$ cat config.mk
export PLATFORM = sky130hd
export DESIGN_NAME = rvj1_timer_irq
export DESIGN_NICKNAME = d
export VERILOG_FILES = /design/src/rtl/rvj1_timer_irq.sv
export SDC_FILE = /design/constraint.sdc
export NUM_CORES = 1
export LEC_CHECK = 0
export ABC_AREA = 0
export CAP_MARGIN = 0
export CORE_ASPECT_RATIO = 1.75
export CORE_MARGIN = 5
export CORE_UTILIZATION = 47
export DETAILED_ROUTE_END_ITERATION = 10
export GPL_TIMING_DRIVEN = 0
export PLACE_DENSITY_LB_ADDON = 0.15
export SYNTH_ARGS = -nofsm -noshare
export SYNTH_HDL_FRONTEND = slang
export SYNTH_SLANG_ARGS = --single-unit
$ cat constraint.sdc
create_clock -name clk_i -period 2.2 [get_ports clk_i]
set_input_delay 0.33 -clock clk_i [delete_from_list [all_inputs] [get_ports clk_i]]
set_output_delay 0.33 -clock clk_i [all_outputs]
set_load 0.01 [all_outputs]
$ cat src/rtl/rvj1_timer_irq.sv
// rvj1_timer_irq: compare/interrupt stage behind the rvj1 SoC timer.
// Raises a level interrupt when time_i enters equality with CMP and counts
// matches. Registers are reached through a Wishbone classic slave port.
module rvj1_timer_irq #(
  parameter int unsigned TW   = 32,
  parameter int unsigned CNTW = 8
) (
  input  logic          clk_i,
  input  logic          rstn_i,
  input  logic [TW-1:0] time_i,
  input  logic          wb_cyc_i,
  input  logic          wb_stb_i,
  input  logic          wb_we_i,
  input  logic [1:0]    wb_adr_i,
  input  logic [31:0]   wb_dat_i,
  input  logic [3:0]    wb_sel_i,
  output logic [31:0]   wb_dat_o,
  output logic          wb_ack_o,
  output logic          irq_o
);

  typedef enum logic [1:0] {
    REG_CMP    = 2'd0,
    REG_CTRL   = 2'd1,
    REG_STATUS = 2'd2,
    REG_MCNT   = 2'd3
  } reg_e;

  reg_e            reg_sel;
  logic [TW-1:0]   cmp;
  logic            en;
  logic            ie;
  logic            oneshot;
  logic            pend;
  logic [CNTW-1:0] mcnt;
  logic            eq;
  logic            eq_q;
  logic            hit;
  logic            req;
  logic            wr;
  logic            ack;
  logic [31:0]     dat;
  logic [31:0]     cmp_merge;
  logic [31:0]     rd_data;

  assign reg_sel = reg_e'(wb_adr_i);

  // A new request is only accepted while no ack is outstanding
  assign req = wb_cyc_i & wb_stb_i & ~ack;
  assign wr  = req & wb_we_i;

  // Match fires once per entry into equality
  assign eq  = en & (time_i == cmp);
  assign hit = eq & ~eq_q;

  // Byte-lane merge of write data into the current compare value
  always_comb begin
    cmp_merge = 32'(cmp);
    for (int unsigned b = 0; b < 4; b++) begin
      if (wb_sel_i[b]) begin
        cmp_merge[8*b +: 8] = wb_dat_i[8*b +: 8];
      end
    end
  end

  // Read multiplexer; unused bits read as zero
  always_comb begin
    rd_data = '0;
    case (reg_sel)
      REG_CMP:    rd_data = 32'(cmp);
      REG_CTRL:   rd_data[2:0] = {oneshot, ie, en};
      REG_STATUS: rd_data[0] = pend;
      REG_MCNT:   rd_data = 32'(mcnt);
    endcase
  end

  // Single-cycle acknowledge and registered read data
  always_ff @(posedge clk_i or negedge rstn_i) begin
    if (!rstn_i) begin
      ack <= 1'b0;
      dat <= '0;
    end else begin
      ack <= req;
      if (req) begin
        dat <= rd_data;
      end
    end
  end

  // Compare register with byte enables
  always_ff @(posedge clk_i or negedge rstn_i) begin
    if (!rstn_i) begin
      cmp <= '1;
    end else if (wr && reg_sel == REG_CMP) begin
      cmp <= cmp_merge[TW-1:0];
    end
  end

  // Control bits; a bus write overrides the oneshot auto-clear of EN
  always_ff @(posedge clk_i or negedge rstn_i) begin
    if (!rstn_i) begin
      en      <= 1'b0;
      ie      <= 1'b0;
      oneshot <= 1'b0;
    end else if (wr && reg_sel == REG_CTRL && wb_sel_i[0]) begin
      {oneshot, ie, en} <= wb_dat_i[2:0];
    end else if (hit && oneshot) begin
      en <= 1'b0;
    end
  end

  // Sticky pending flag; a match beats a simultaneous W1C
  always_ff @(posedge clk_i or negedge rstn_i) begin
    if (!rstn_i) begin
      pend <= 1'b0;
    end else if (hit) begin
      pend <= 1'b1;
    end else if (wr && reg_sel == REG_STATUS && wb_sel_i[0] && wb_dat_i[0]) begin
      pend <= 1'b0;
    end
  end

  // Match counter; any write clears it and beats a simultaneous match
  always_ff @(posedge clk_i or negedge rstn_i) begin
    if (!rstn_i) begin
      mcnt <= '0;
    end else if (wr && reg_sel == REG_MCNT) begin
      mcnt <= '0;
    end else if (hit) begin
      mcnt <= mcnt + CNTW'(1);
    end
  end

  // Previous-cycle equality for edge detection
  always_ff @(posedge clk_i or negedge rstn_i) begin
    if (!rstn_i) begin
      eq_q <= 1'b0;
    end else begin
      eq_q <= eq;
    end
  end

  assign wb_ack_o = ack;
  assign wb_dat_o = dat;
  assign irq_o    = pend & ie;

endmodule

==> qor.yml <==
finish:
  synthToLayoutAreaGrowth_pct: 44.5
  drive_above_1_share: 0.200
  num_antenna_cells: 0
  final_cell_area_um2: 5250
  nets: 538
  fillers: 599
  final-seq-area_um2: 1990
  multi_input_area_um2: 1610
global_route:
  grt_overflow_total: 0
  grt_pass1_vias: 3036
  grt_pass1_wl_um: 15400
  track_usage: 0.203
  antenna_found_initial: 0
  grt_max_degree: 48
clock_network:
  cts_tree: "done"
  clockRootBuffer: "clkbuf_16"
  clock-sinks: 78
  clk_latency_ps: 330
  path_clk_slew_ps: 60
  h-tree-depth: 3
  cts_buffer_depth: 2
  cts_buffers: 9
sta:
  timing.final.crit_share: 0.980
  drv_slew: 0
  final-hold-violation-count: 0
  max_slew.worst_pin.slew_ps: 526
  setup_viol_count_final: 0
  setup_ws_ps: 43.7
  relSlewSlack: 0.649
  rsz0062_at_grt: "true"
  fmax_ghz: 0.464
  finClkSkew_ps: 5.14
  hold_ws_ps: 463
  min_period_ps: 2160
logic_synthesis:
  avgSynthCellArea_um2: 10.9
  netlist_top_cells_count: "67 x nand2_1, 46 x dfrtp_1, 32 x dfstp_2, 32 x xnor2_1, 31 x mux2_2"
  synth_edf_count: 0
  synth_area_um2: 3630
  synth_top_area_frac: 0.317
  async_flop_share: 1.00
  synth_cell_types: 30
  yosysWarnings: 0
  yosysMostFrequentCell: "nand2_1"
  syn-num-nets: 414
  synth_ff_type: "dfrtp_1"
  synthTopCellsByArea: "dfrtp_1 32%, dfstp_2 23%, mux2_2 9.6%"
  yosys.area.top_type: "dfrtp_1"
  netlist_instances: 332
  synth_seq_area_share: 0.549
  ys_ff_latch: 78
worst_setup_path:
  max_stage_delay_ps: 460
  worstPathRequired_ps: 2460
  start_kind: "primary input"
  arrival_ps: 2420
  crit_slowest_cell: "clkdlybuf4s50_1"
  end_kind: "register"
  worstSetupPathType: "in -> reg"
  worstPathMaxFanout: 8
  crit_path_cell_trace: "clkdlybuf4s50_1 > nand2_1 > or2_2 > clkbuf_1 > inv_1 > and3_1 > clkbuf_1 > nand2_1 > mux2_1"
floorplanning:
  die_y_um: 126
  dieArea_um2: 9650
  start_util: 0.480
  io_pins: 109
  fp.dieW_um: 76.4
  core-area_um2: 7570
  rows: 42
placed_design:
  place_hpwl_um: 7360
  place_area_um2: 4850
  portBuffers: 108
  dp_slack_ps: -468
  gp_congestion: 0.872
drt:
  wl_um: 9720
  drc_errors: 0
  initialDrtViolationCount: 164
  vias_per_cell: 5.31
  drt-wirelength-per-cell_um: 17.7
  via_count: 2911
  first_pass_iters: 4
  postRouteAntennaNets: 0
pwr:
  power_w: 0.00412
  vdd_ir_drop_max_uv: 597
  p_leak_nw: 2.32
  power_density_nw_per_um2: 784
worst_hold_path:
  hold_path_class: "reg -> reg"
run_status:
  status: "complete, no violations"
flow_run:
  cap_violations: 0
-- final cells by class --
cell class	count	share of cell area
multi-input combinational	234	0.307
inverter	7	0.00501
buffer	14	0.0105
clock buffer	11	0.0482
sequential	78	0.380
timing repair buffer	112	0.216
tap	88	0.0210
clock inverter	4	0.0134
-- logic make-up after synthesis --
family | Yosys count | share of synthesized area
compound gates | 33 | 0.0586
xor+xnor | 33 | 0.0796
fa+ha+maj | 7 | 0.0241
buf+inv | 21 | 0.0221
flops | 78 | 0.549
mux | 34 | 0.105
simple gates | 126 | 0.162
-- stage by stage --
step	utilization	cells	TNS, ps
6_report	0.693	548	0
5_1_grt	0.693	548	-600
4_1_cts	0.688	546	0
3_5_place_dp	0.640	529	-13360
3_3_place_gp	0.637	528	-130040
2_1_floorplan	-	332	0
-- where the power goes --
group          leakage (nW)  switching (W)  total (W)  internal, W
clock                 0.161       0.000557    0.00160      0.00104
combinational          1.19       0.000275   0.000685     0.000410
sequential            0.966       0.000147    0.00183      0.00168
total                  2.32       0.000978    0.00412      0.00314
-- what timing repair did --
action	4_1_cts	5_1_grt
hold buffers	1	0
buffers inserted	1	1
gates resized for setup	2	6
pin swaps	2	8
hold endpoints to repair	20	0
endpoints found under the setup margin	7	33
gates cloned	0	1
-- per-layer routing --
| metal | global-route usage | part of all wire | wire length, µm | vias to the layer above |
|---|---|---|---|---|
| li1 | - | - | - | 1403 |
| met1 | 0.230 | 0.38 | 3710 | 1405 |
| met2 | 0.365 | 0.55 | 5350 | 88 |
| met3 | 0.0421 | 0.045 | 435 | 15 |
| met4 | 0.0824 | 0.023 | 228 | 0 |
| met5 | 0 | 0 | 0 | - |
-- flip-flops by register name (all words and copies together) (netlist names) --
| name | count |
|---|---|
| cmp | 32 |
| wb_dat_o | 32 |
| mcnt | 8 |
| en | 1 |
| eq_q | 1 |
| ie | 1 |
| oneshot | 1 |
| pend | 1 |
| wb_ack_o | 1 |
-- worst paths after layout --
kind / startpoint / to / slack [ps] / depth (start not counted)
max: wb_cyc_i / cmp[23] / 40 / 9
min: wb_dat_o[22] / wb_dat_o[22] / 460 / 2
max reg2reg: cmp[23] / mcnt[4] / 80 / 7
min reg2reg: wb_dat_o[22] / wb_dat_o[22] / 460 / 2
max in group asynchronous: rstn_i / cmp[3] / 1100 / 3
min in group asynchronous: rstn_i / wb_dat_o[27] / 470 / 2
-- placed cells by master, fill, tap and decap left out, types with 3 or more instances in the layout --
master	instances
clkbuf_1	9
dfrtp_1	46
buf_1	3
buf_4	3
o21ai_0	10
clkbuf_16	9
a21oi_1	6
nand3_1	28
nand2_1	67
mux2_2	31
or3_1	6
dfstp_2	32
clkdlybuf4s50_1	107
inv_1	7
and3_1	3
nor2_1	5
xnor2_1	31
nand4_1	10
ha_1	7
a222oi_1	3
a22oi_1	5
o31ai_1	7
-- worst max-delay path: cells and delay by family --
kind | cells | cell delay (ps)
multiplexers | 1 | 400
AND/OR/NAND/NOR | 4 | 770
buffers and inverters | 4 | 920
Note: power is estimated with default switching activity, not from simulation.
